`src/rtl/ibex_lsu_split.sv`:
```
// Load/store unit: one request at a time, misaligned accesses split into two aligned bus beats.
// Optional `IBEX_LSU_REQ_BYPASS_EN drives the first bus request combinationally from lsu_req_i.
module ibex_lsu_split #(
    parameter bit MisalignedEn = 1'b1
) (
    input  logic        clk_i,
    input  logic        rst_ni,
    input  logic        lsu_req_i,
    input  logic        lsu_we_i,
    input  logic [1:0]  lsu_type_i,
    input  logic        lsu_sign_ext_i,
    input  logic [31:0] lsu_addr_i,
    input  logic [31:0] lsu_wdata_i,
    output logic        lsu_ready_o,
    output logic        lsu_busy_o,
    output logic        data_req_o,
    input  logic        data_gnt_i,
    output logic [31:0] data_addr_o,
    output logic        data_we_o,
    output logic [3:0]  data_be_o,
    output logic [31:0] data_wdata_o,
    input  logic        data_rvalid_i,
    input  logic        data_err_i,
    input  logic [31:0] data_rdata_i,
    output logic [31:0] rf_wdata_lsu_o,
    output logic        rf_we_lsu_o,
    output logic        lsu_resp_valid_o,
    output logic        lsu_resp_err_o
);

    typedef enum logic [2:0] {IDLE, REQ1, RESP1, REQ2, RESP2, ALIGN_ERR} state_e;

    state_e      state_q, state_d;
    logic [31:0] addr_q, addr_d;
    logic        we_q, we_d;
    logic [1:0]  type_q, type_d;
    logic        sign_ext_q, sign_ext_d;
    logic [31:0] wdata_q, wdata_d;
    logic        err_q, err_d;
    logic [31:0] rdata1_q, rdata1_d;

    function automatic logic is_misaligned(input logic [1:0] off, input logic [1:0] typ);
        unique case (typ)
            2'b01:   return off == 2'd3;
            2'b10:   return 1'b0;
            default: return off != 2'd0;
        endcase
    endfunction

    logic in_align_err, split_q;
    assign in_align_err = ~MisalignedEn & is_misaligned(lsu_addr_i[1:0], lsu_type_i);
    assign split_q      = MisalignedEn & is_misaligned(addr_q[1:0], type_q);

    // Bus fields come straight from the inputs only while a bypassed request is launched from IDLE.
    logic use_in;
`ifdef IBEX_LSU_REQ_BYPASS_EN
    assign use_in = (state_q == IDLE);
`else
    assign use_in = 1'b0;
`endif

    logic [31:0] cur_addr, cur_wdata;
    logic [1:0]  cur_type;
    logic        cur_we, beat2;
    assign cur_addr  = use_in ? lsu_addr_i  : addr_q;
    assign cur_wdata = use_in ? lsu_wdata_i : wdata_q;
    assign cur_type  = use_in ? lsu_type_i  : type_q;
    assign cur_we    = use_in ? lsu_we_i    : we_q;
    assign beat2     = (state_q == REQ2);

    logic [3:0]  be_base;
    logic [7:0]  be_wide;
    logic [31:0] wdata_rot;
    // NOTE: every signal assigned in always_comb gets a default first, otherwise a latch is inferred.
    always_comb begin
        be_base = 4'b1111;
        unique case (cur_type)
            2'b01:   be_base = 4'b0011;
            2'b10:   be_base = 4'b0001;
            default: be_base = 4'b1111;
        endcase
        wdata_rot = cur_wdata;
        unique case (cur_addr[1:0])
            2'd1:    wdata_rot = {cur_wdata[23:0], cur_wdata[31:24]};
            2'd2:    wdata_rot = {cur_wdata[15:0], cur_wdata[31:16]};
            2'd3:    wdata_rot = {cur_wdata[7:0],  cur_wdata[31:8]};
            default: wdata_rot = cur_wdata;
        endcase
    end
    assign be_wide = {4'b0000, be_base} << cur_addr[1:0];

    always_comb begin
        data_req_o = (state_q == REQ1) || (state_q == REQ2);
`ifdef IBEX_LSU_REQ_BYPASS_EN
        if (state_q == IDLE && lsu_req_i && !in_align_err) data_req_o = 1'b1;
`endif
    end

    assign data_addr_o  = data_req_o ? ({cur_addr[31:2], 2'b00} + (beat2 ? 32'd4 : 32'd0)) : 32'd0;
    assign data_be_o    = data_req_o ? (beat2 ? be_wide[7:4] : be_wide[3:0]) : 4'b0000;
    assign data_we_o    = data_req_o & cur_we;
    assign data_wdata_o = data_req_o ? wdata_rot : 32'd0;
    assign lsu_ready_o  = (state_q == IDLE);
    assign lsu_busy_o   = ~lsu_ready_o;

    always_comb begin
        state_d    = state_q;
        addr_d     = addr_q;
        we_d       = we_q;
        type_d     = type_q;
        sign_ext_d = sign_ext_q;
        wdata_d    = wdata_q;
        err_d      = err_q;
        rdata1_d   = rdata1_q;
        unique case (state_q)
            IDLE: if (lsu_req_i) begin
                addr_d     = lsu_addr_i;
                we_d       = lsu_we_i;
                type_d     = lsu_type_i;
                sign_ext_d = lsu_sign_ext_i;
                wdata_d    = lsu_wdata_i;
                err_d      = 1'b0;
                if (in_align_err) state_d = ALIGN_ERR;
`ifdef IBEX_LSU_REQ_BYPASS_EN
                else state_d = data_gnt_i ? RESP1 : REQ1;
`else
                else state_d = REQ1;
`endif
            end
            REQ1: if (data_gnt_i) state_d = RESP1;
            RESP1: if (data_rvalid_i) begin
                rdata1_d = data_rdata_i;
                err_d    = err_q | data_err_i;
                state_d  = split_q ? REQ2 : IDLE;
            end
            REQ2:      if (data_gnt_i) state_d = RESP2;
            RESP2:     if (data_rvalid_i) state_d = IDLE;
            ALIGN_ERR: state_d = IDLE;
            default:   state_d = IDLE;
        endcase
    end

    // NOTE: state flops use non-blocking assignments so every flop samples pre-edge values.
    always_ff @(posedge clk_i or negedge rst_ni) begin
        if (!rst_ni) begin
            state_q    <= IDLE;
            addr_q     <= '0;
            we_q       <= 1'b0;
            type_q     <= 2'b00;
            sign_ext_q <= 1'b0;
            wdata_q    <= '0;
            err_q      <= 1'b0;
            rdata1_q   <= '0;
        end else begin
            state_q    <= state_d;
            addr_q     <= addr_d;
            we_q       <= we_d;
            type_q     <= type_d;
            sign_ext_q <= sign_ext_d;
            wdata_q    <= wdata_d;
            err_q      <= err_d;
            rdata1_q   <= rdata1_d;
        end
    end

    logic        rvalid_last;
    logic [31:0] beat_lo, ld, ld_ext;
    assign rvalid_last = data_rvalid_i &
                         (((state_q == RESP1) & ~split_q) | (state_q == RESP2));
    assign beat_lo     = (state_q == RESP2) ? rdata1_q : data_rdata_i;

    // Load assembly is {beat2, beat1} shifted right by the byte offset.
    always_comb begin
        ld = beat_lo;
        unique case (addr_q[1:0])
            2'd1:    ld = {data_rdata_i[7:0],  beat_lo[31:8]};
            2'd2:    ld = {data_rdata_i[15:0], beat_lo[31:16]};
            2'd3:    ld = {data_rdata_i[23:0], beat_lo[31:24]};
            default: ld = beat_lo;
        endcase
        ld_ext = ld;
        unique case (type_q)
            2'b01:   ld_ext = {{16{sign_ext_q & ld[15]}}, ld[15:0]};
            2'b10:   ld_ext = {{24{sign_ext_q & ld[7]}}, ld[7:0]};
            default: ld_ext = ld;
        endcase
    end

    assign lsu_resp_valid_o = rvalid_last | (state_q == ALIGN_ERR);
    assign lsu_resp_err_o   = (state_q == ALIGN_ERR) | (rvalid_last & (err_q | data_err_i));
    assign rf_we_lsu_o      = rvalid_last & ~we_q & ~lsu_resp_err_o;
    assign rf_wdata_lsu_o   = rf_we_lsu_o ? ld_ext : 32'd0;

endmodule
```
`config.mk`:
```
export PLATFORM = sky130hd
export DESIGN_NAME = ibex_lsu_split
export DESIGN_NICKNAME = d
export VERILOG_FILES = /design/src/rtl/ibex_lsu_split.sv
export SDC_FILE = /design/constraint.sdc
export NUM_CORES = 1
export LEC_CHECK = 0
export ABC_AREA = 1
export CORE_UTILIZATION = 47
export DETAILED_ROUTE_END_ITERATION = 12
export HOLD_SLACK_MARGIN = 0.12
export MAX_ROUTING_LAYER = met4
export PLACE_DENSITY = 0.78
export SLEW_MARGIN = 20
export SYNTH_ARGS = -nofsm -noshare
export SYNTH_HDL_FRONTEND = slang
export SYNTH_SLANG_ARGS = --single-unit
```
`constraint.sdc`:
```
create_clock -name clk_i -period 3.35 [get_ports clk_i]
set_input_delay 0.8375 -clock clk_i [delete_from_list [all_inputs] [get_ports clk_i]]
set_output_delay 0.8375 -clock clk_i [all_outputs]
set_load 0.03 [all_outputs]
```
# --- Word-level counts from Yosys, hierarchy flattened ---
# Cells that the tools add are included.
totals:
  inputBits: 106
  register_bits: 104
  elab_cells: 71
  latch_bits: 0
  n_memories: 0
  ramBits: 0
  rom_bits: 0
  output_inout_bits: 107
op_classes:
  bitwise: 16
  mul: 0
  div: 0
  eq_ne: 15
  n_reduce_logical: 8
  mux: 22
  n_lt_le_gt_ge: 0
  shifts: 1
  addsub: 1
op_table:
  columns: ["cell", "n"]
  rows:
  - ["32-bit case mux with 3 select lines", 2]
  - ["32-bit 2-to-1 mux", 4]
  - ["32-bit case mux with 2 select lines", 1]
  - ["32-bit by 3-bit adder with 32-bit output", 1]
  - ["3-bit 2-to-1 mux", 6]
  - ["3-bit case mux with 5 select lines", 1]
  - ["2-bit != test, second input constant", 5]
  - ["1-bit AND", 8]
  - ["4-bit 2-to-1 mux", 2]
  - ["4-bit case mux with 2 select lines", 1]
  - ["4-bit by 2-bit left shift with 8-bit output", 1]
  - ["2-bit == test, second input constant", 3]
  - ["3-bit by 2-bit == test with 1-bit output, second input constant", 2]
  - ["3-bit == test, second input constant", 2]
  - ["5-bit AND reduction", 1]
  - ["2-bit by 1-bit == test with 1-bit output, second input constant", 2]
  - ["1-bit NOT", 4]
  - ["1-bit OR", 4]
  - ["1-bit case mux with 2 select lines", 2]
  - ["2-bit AND reduction", 2]
  - ["2-bit nonzero test", 2]
  - ["3-bit by 1-bit == test with 1-bit output, second input constant", 1]
  - ["3-bit logical NOT", 1]
  - ["3-bit AND reduction", 1]
  - ["other kinds (3)", 4]

# --- Longest topological paths before layout ---
# Gate-level depths: netlist of the first run.
depth:
  ltp_word: 11
  depth_mapped: 15
  mapped_depth_nobuf: 14

# --- Least setup slack after synthesis of the first run ---
# No wires, ideal clock.
synth_timing:
  path_type: "register -> output"
  from: "reg state_q[2]"
  to: "out data_addr_o[24]"
  path_stages_with_launch: 15
  path_slack_ps: -230
  required_time_ps: 2513
  arrival_ps: 2742
  cell_sequence: "dfrtp_1 > buf_2 > inv_1 > nand2_1 > nor2_1 > ha_1 > ha_1 > nand2_1 > nor3_2 > nand2_1 > nor2_4 > nand2_1 > nor2_1 > nor2_1 > nor3_1"
synth_via:
  elab_chain_len: 4
  elab_cells_between_ends: 6
  classes_between: "add/sub: 1; eq/ne: 2; mux: 2; reduce/logical: 1"
synth_lines:
  columns: ["item", "line_no", "rtl"]
  rows:
  - ["from (decl)", "33", "state_e state_q, state_d;"]
  - ["from (signal assigned)", "155", "state_q <= state_d;"]
  - ["3-bit by 2-bit == test with 1-bit output", "69, 93", null]
  - ["3-bit 2-to-1 mux", "99", "assign data_addr_o = data_req_o ? ({cur_addr[31:2], 2'b00} + (beat2 ? 32'd4 : 32'd0)) : 32'd0;"]
  - ["32-bit by 3-bit adder with 32-bit output", "99", null]
  - ["32-bit 2-to-1 mux (*)", "99", null]
  - ["to (decl)", "18", "output logic [31:0] data_addr_o,"]
# Mark *: on every way between the ends. The rest lies on a longest branch, timed or not.

# --- Worst setup path in the final report of the first run ---
# Ends and elaborated chain as after synthesis.

==> results of run 1 <==
-- cell families (layout without fill, tap and decap cells) --
family / Yosys count / count (layout) / synth area share
multiplexers: 15 / 15 / 0.0224
adder cells (fa/ha/maj): 5 / 5 / 0.00829
XOR/XNOR: 7 / 7 / 0.00812
AO/OA/AOI/OAI: 371 / 371 / 0.259
AND/OR/NAND/NOR: 415 / 416 / 0.233
buffers and inverters: 219 / 435 / 0.124
other: 1 / 3 / 0.000497
flip-flops: 104 / 104 / 0.345
-- stage by stage --
step                      setup WS, ns  area, um^2  TNS, ns
final                           0.0247       10600        0
after global routing           -0.0726       10600   -0.421
after CTS                      -0.0438       10400  -0.0493
after detailed placement        -0.106        9900   -0.106
after global placement         0.00839        9900        0
after floorplan                 0.0221        7570        0
-- cell type report --
type | instances | area (um^2)
multi-input cells | 816 | 4230
fillers | 1337 | 4820
repair buffers | 276 | 2630
clock buffers | 9 | 225
flip-flops and latches | 104 | 2600
clock inverters | 6 | 100
inverters | 144 | 551
diodes | 1 | 2.50
well taps | 211 | 264
-- placed cells by master, fill, tap and decap left out, drive strengths merged, types with 37 or more instances in the layout --
cell           netlist  layout
nand2              276     276
o21ai              186     186
inv                143     144
buf                 43     129
a21oi              122     122
clkdlybuf4s50        0     110
dfrtp              104     104
nor2                66      66
o22ai               43      43
nand3               36      37
-- sequential cells by signal, summed over array words and instances (netlist names) --
name        cells
cur_wdata      32
cur_we          1
err_q           1
addr_q         32
cur_type        2
sign_ext_q      1
rdata1_q       32
state_q         3
-- power groups by stage --
stage,Sequential (mW),Clock [mW],Combinational [mW]
3_3_place_gp,2.31,0,5.86
5_1_grt,2.43,1.26,6.83
6_report,2.35,1.19,6.27
3_5_place_dp,2.33,0,5.95
2_1_floorplan,2.20,0,4.09
4_1_cts,2.32,1.22,6.00
-- worst max-delay path, delay by kind of cell, from the launching register on --
family,cells,cell delay [ns]
AND/OR/NAND/NOR,10,1.01
flip-flops,1,0.40
adder cells (fa/ha/maj),2,0.30
buffers and inverters,3,0.41
-- worst min-delay path by stage --
stage          slack, ns               startpoint                       to
5_1_grt             0.44                   rst_ni  rdata1_q[5]$_DFFE_PN0P_
2_1_floorplan       0.45  rdata1_q[0]$_DFFE_PN0P_  rdata1_q[0]$_DFFE_PN0P_
3_5_place_dp        0.47  rdata1_q[3]$_DFFE_PN0P_  rdata1_q[3]$_DFFE_PN0P_
4_1_cts             0.42                   rst_ni  rdata1_q[5]$_DFFE_PN0P_
6_report            0.42                   rst_ni  rdata1_q[7]$_DFFE_PN0P_
3_3_place_gp        0.46  rdata1_q[3]$_DFFE_PN0P_  rdata1_q[3]$_DFFE_PN0P_
-- per-layer routing --
layer  vias to the layer above  global-route usage  wire, um
met5                         -                   -         0
met1                      3916               0.383     10500
met3                        62              0.0719      2220
met2                       453               0.502     11800
met4                         0               0.109       734
li1                       4177                   -         -
-- cell usage after synthesis (4+ instances only) --
cell,count
a21oi_1,121
a31oi_1,10
buf_1,5
buf_2,24
buf_4,6
buf_6,8
clkbuf_1,32
dfrtp_1,104
ha_1,5
inv_1,140
mux2_2,15
nand2_1,273
nand3_1,32
nand4_1,4
nor2_1,58
nor2_2,5
nor3_1,21
o21ai_0,179
o21ai_1,7
o22ai_1,43
or2_2,9
xor2_1,7
-- what timing repair did --
item                       in CTS  in global routing
setup buffers                  12                  7
pin swaps                       6                 12
gates resized for setup        43                 57
setup endpoints to repair      44                 63
cloned                          0                  1
==> qor.yml, run 1 <==
cts:
  clk_path_buf_depth: 2
  clk_latency_ns: 0.36
  cts_sinks: 104
  cts_tree: "done"
  cts_made_buffers: 9
  htree_num_levels: 3
  clk_pin_slew_ns: 0.08
  cts-hold-fix-buffers: 0
  root_buffer: "clkbuf_16"
routing:
  first_pass_iters: 6
  drc: 0
  routed_wl_mm: 25.2
  wl_per_cell_um: 16.1
  route.antenna.remaining_nets: 0
  vias: 8608
  drt_iter0_drc: 900
  vias_per_cell: 5.49
worst_setup_path:
  crit_start: "state_q[2]$_DFFE_PN0P_"
  regToRegSetupSlack_ns: 1.44
  cp_slowest_cell: "dfrtp_1"
  worst-r2r-cell-count: 6
  reg2reg_from: "state_q[2]$_DFFE_PN0P_"
  crit_path_end: "data_addr_o[24]"
  cp-end-kind: "primary output"
  worstPathRequired_ns: 2.51
  worst-setup-path-type: "flip-flop to primary output"
  worstPathArrival_ns: 2.49
  cp_common_cell: "nor2_4"
  slowest_delay_ns: 0.40
  crit_chain: "inv_2 > nand2_4 > nor2_4 > ha_4 > ha_4 > nand2_4 > nor3_4 > nand2_2 > nor2_4 > nand2_2 > buf_6 > nor2_4 > nor2_2 > nor3_2 > buf_4"
  critPathMaxFanout: 4
  cp-start-kind: "flip-flop"
  rr_endpoint: "addr_q[30]$_DFFE_PN0P_"
timing:
  hold_viol: 0
  min_period_ns: 3.33
  setup_viol: 0
  skew_ns: 0.0123
  rsz0062_at_grt: "true"
  hold_ws_ns: 0.416
  final-max-slew-violation-count: 0
  finalCritPeriodShare: 0.993
  max_freq_ghz: 0.301
power_and_ir_drop:
  p_leak_nw: 5.24
  seqPwrFrac: 0.239
  p_int_mw: 4.78
  switching_share: 0.513
  power_switching_mw: 5.04
  finalPower_mw: 9.82
  p_clk_frac: 0.121
  share_comb_of_total_power: 0.639
  ir_worst_vdd_v: 0.000544
  power_density_nw_per_um2: 925
synth:
  synthesis.area_um2: 7550
  synth_warnings: 0
  synth_seq_area_share: 0.345
  netlist_instances: 1137
  synth_enable_flop_cells: 0
  synth_area_leaders: "dfrtp_1 34%, nand2_1 14%, o21ai_0 12%, a21oi_1 8.0%, inv_1 7.0%"
  yosysTopAreaCell: "dfrtp_1"
  async_reset_ff_frac: 1.00
  ys.flop_type: "dfrtp_1"
  ys_seq_elements: 104
  ys_types: 40
  syn_area_per_cell_um2: 6.64
  synth_top_cell_area_share: 0.345
finish:
  nNetsFinal: 1462
  drive_gt1_frac: 0.168
  syn2layout_area_growth_pct: 40.6
  fin_cells: 1567
  final_core_util: 0.688
floorplanning:
  initial_utilization: 0.489
  fp.dieW_um: 129
  ios: 213
  die-area_um2: 16600
  core_um2: 15400
  fp-row-count: 45
  die_h_um: 129
global_route:
  grt_max_degree: 57
  grt_pass1_vias: 8074
  grt_use_total: 0.312
  grt_first_pass_wirelength_mm: 39.3
  overflow: 0
  antenna_found_initial: 1
placement:
  post-dp-hpwl_mm: 17.5
  dp_cells: 1531
  port_buffers: 210
  gp_congestion: 0.928
hold_path:
  hp-class: "primary input to asynchronous set/reset pin"
flow_run:
  drv_cap: 0
status:
  outcome: "completed"
(Power assumes the default switching activity.)
==> inputs of run 2 (changes only) <==
--- a/config.mk
+++ b/config.mk
@@ -6,11 +6,11 @@
 export NUM_CORES = 1
 export LEC_CHECK = 0
 export ABC_AREA = 1
-export CORE_UTILIZATION = 47
+export CORE_UTILIZATION = 35
 export DETAILED_ROUTE_END_ITERATION = 12
 export HOLD_SLACK_MARGIN = 0.12
 export MAX_ROUTING_LAYER = met4
-export PLACE_DENSITY = 0.78
+export PLACE_DENSITY = 0.61
 export SLEW_MARGIN = 20
 export SYNTH_ARGS = -nofsm -noshare
 export SYNTH_HDL_FRONTEND = slang
==> run 2 against run 1 <==
Against the previous run: clock power decreased by 10%; sequential power about the same; clock skew decreased by 0.0011 ns; worst hold slack improved by 0.071 ns; first-iteration DRC count decreased by 26%; die area increased by 34%; global-route usage decreased by 6.8 points; worst setup slack got worse by 0.022 ns; maximum frequency decreased by 0.66%; total power decreased by 0.22%; design area increased by 1.2%; cell count increased by 3.8%.
==> qor.yml, run 2 (synthesis results as in run 1) <==
status:
  outcome: "completed"
timing:
  max_freq_ghz: 0.299
  min_period_ns: 3.35
  setup_ws_ns: 0.00248
  rsz0062_at_grt: "true"
  setup_viol: 0
  skew_ns: 0.0112
  finalCritPeriodShare: 0.999
  final-max-slew-violation-count: 0
  worst_pin_slew_ns: 0.691
  hold_viol: 0
  tns_ns: 0
  maxSlewHeadroom: 0.539
  hold_ws_ns: 0.487
finish:
  final_core_util: 0.509
  postLayoutCellArea_um2: 10700
  fin_cells: 1627
  drive_gt1_frac: 0.168
  final_cell_mix: "265 x nand2_1, 177 x o21ai_0, 135 x inv_1"
  final_common_cell: "nand2_1"
  nNetsFinal: 1455
  syn2layout_area_growth_pct: 42.2
floorplanning:
  die_h_um: 149
  fp-row-count: 53
  initial_utilization: 0.358
  ios: 213
  core_um2: 21100
  fp.dieW_um: 149
  die-area_um2: 22200
placement:
  place_area_um2: 9950
  post-dp-hpwl_mm: 18.1
  pre_cts_ws_ns: 0.0661
  port_buffers: 210
  gp_congestion: 0.908
  dp_cells: 1587
global_route:
  grt.met1_usage: 0.317
  overflow: 0
  grt_busiest_layer: "met2"
  antenna_found_initial: 3
  grt.met2_usage: 0.378
  grt_use_total: 0.244
  grt_first_pass_wirelength_mm: 41.5
  grt_pass1_vias: 8026
  grt_max_degree: 123
  use_met3: 0.0633
power_and_ir_drop:
  p_leak_nw: 5.34
  ir_worst_vdd_v: 0.000392
  power_density_nw_per_um2: 913
  finalPower_mw: 9.79
routing:
  route.antenna.remaining_nets: 0
  vias_per_cell: 5.22
  first_pass_iters: 5
  wl_per_cell_um: 16.1
  routed_wl_mm: 26.3
  vias: 8487
  drc: 0
  drt_iter0_drc: 663
worst_setup_path:
  cp-start-kind: "flip-flop"
  worstPathRequired_ns: 2.51
  regToRegSetupSlack_ns: 1.27
  reg2reg_from: "state_q[2]$_DFFE_PN0P_"
  critPathMaxFanout: 5
  rr_endpoint: "addr_q[30]$_DFFE_PN0P_"
  worst-setup-path-type: "flip-flop to primary output"
  worstPathArrival_ns: 2.51
  worst-r2r-cell-count: 7
  cp-end-kind: "primary output"
cts:
  clk_path_buf_depth: 2
  cts_made_buffers: 9
  root_buffer: "clkbuf_16"
  clk_latency_ns: 0.36
  htree_num_levels: 3
  cts_sinks: 104
  cts_tree: "done"
  clk_pin_slew_ns: 0.08
  cts-hold-fix-buffers: 0
hold_path:
  hold-path-cell-count: 2
  holdCritStartpoint: "rdata1_q[6]$_DFFE_PN0P_"
  hold_path_end: "rdata1_q[6]$_DFFE_PN0P_"
  hp-class: "flip-flop to flip-flop"
flow_run:
  drv_cap: 0
## run 2: cell count changes in the layout (fill, tap and decap cells not counted), moves of 2 or more
cell,before,now
dlygate4sd2_1,16,6
dlymetal6s2s_1,19,28
buf_4,110,104
buf_12,12,16
a21oi_2,9,6
clkdlybuf4s50_1,110,107
a21oi_1,113,115
buf_6,6,4
bufinv_16,2,0
diode_2,1,3
inv_6,1,3
nand2_1,267,265
nand3_2,2,0
## run 2: report_power, final
part | internal [mW] | leakage [nW] | switching, mW
Sequential | 1.86 | 1.27 | 0.484
Combinational | 2.32 | 3.92 | 4.06
Clock | 0.529 | 0.147 | 0.543
Total | 4.71 | 5.34 | 5.09
## run 2: worst max-delay path by stage
stage | cells after the start | from | endpoint
global placement | 11 | data_rdata_i[15] | rf_wdata_lsu_o[12]
CTS | 14 | state_q[2]$_DFFE_PN0P_ | data_addr_o[26]
global route | 16 | state_q[2]$_DFFE_PN0P_ | data_addr_o[27]
detailed placement | 7 | data_rdata_i[7] | rf_wdata_lsu_o[12]
finish | 14 | state_q[2]$_DFFE_PN0P_ | data_addr_o[26]
floorplan | 14 | state_q[2]$_DFFE_PN0P_ | data_addr_o[24]
## run 2: cell type report
type | instances | area, um^2
tap | 275 | 344
timing repair buffer | 269 | 2680
sequential | 104 | 2600
inverter | 144 | 553
multi-input combinational | 816 | 4250
clock buffer | 9 | 225
fill | 2115 | 10400
antenna | 3 | 7.51
clock inverter | 7 | 70.1
## run 2: routing by layer
metal	vias to the layer above	share of wire	wire (um)
li1	4163	-	-
met1	3964	0.45	11700
met2	335	0.46	12100
met3	25	0.085	2230
met4	0	0.010	264
met5	-	0	0
## run 2: critical path: stages, from the launching register on
cell     delay, ns
dfrtp_1       0.39
inv_2         0.06
nand2_2       0.07
nor2_4        0.15
ha_4          0.18
ha_4          0.15
nand2_4       0.07
nor3_4        0.24
nand2_2       0.12
nor2_4        0.13
nand2_4       0.09
nor2_4        0.12
a21oi_1       0.10
nor2_2        0.14
buf_6         0.15
## run 2: timing repair
action / 4_1_cts / 5_1_grt
cloned: 0 / 2
pin swaps: 4 / 12
resized for setup: 20 / 83
setup buffers: 3 / 16
setup endpoints to repair: 30 / 78
==> inputs of run 3 (changes only) <==
--- a/config.mk
+++ b/config.mk
@@ -6,6 +6,7 @@
 export NUM_CORES = 1
 export LEC_CHECK = 0
 export ABC_AREA = 1
+export CAP_MARGIN = 25
 export CORE_UTILIZATION = 35
 export DETAILED_ROUTE_END_ITERATION = 12
 export HOLD_SLACK_MARGIN = 0.12
==> results of run 3 <==
Same layout as run 2: the final DEF is identical, and so are final timing and power.
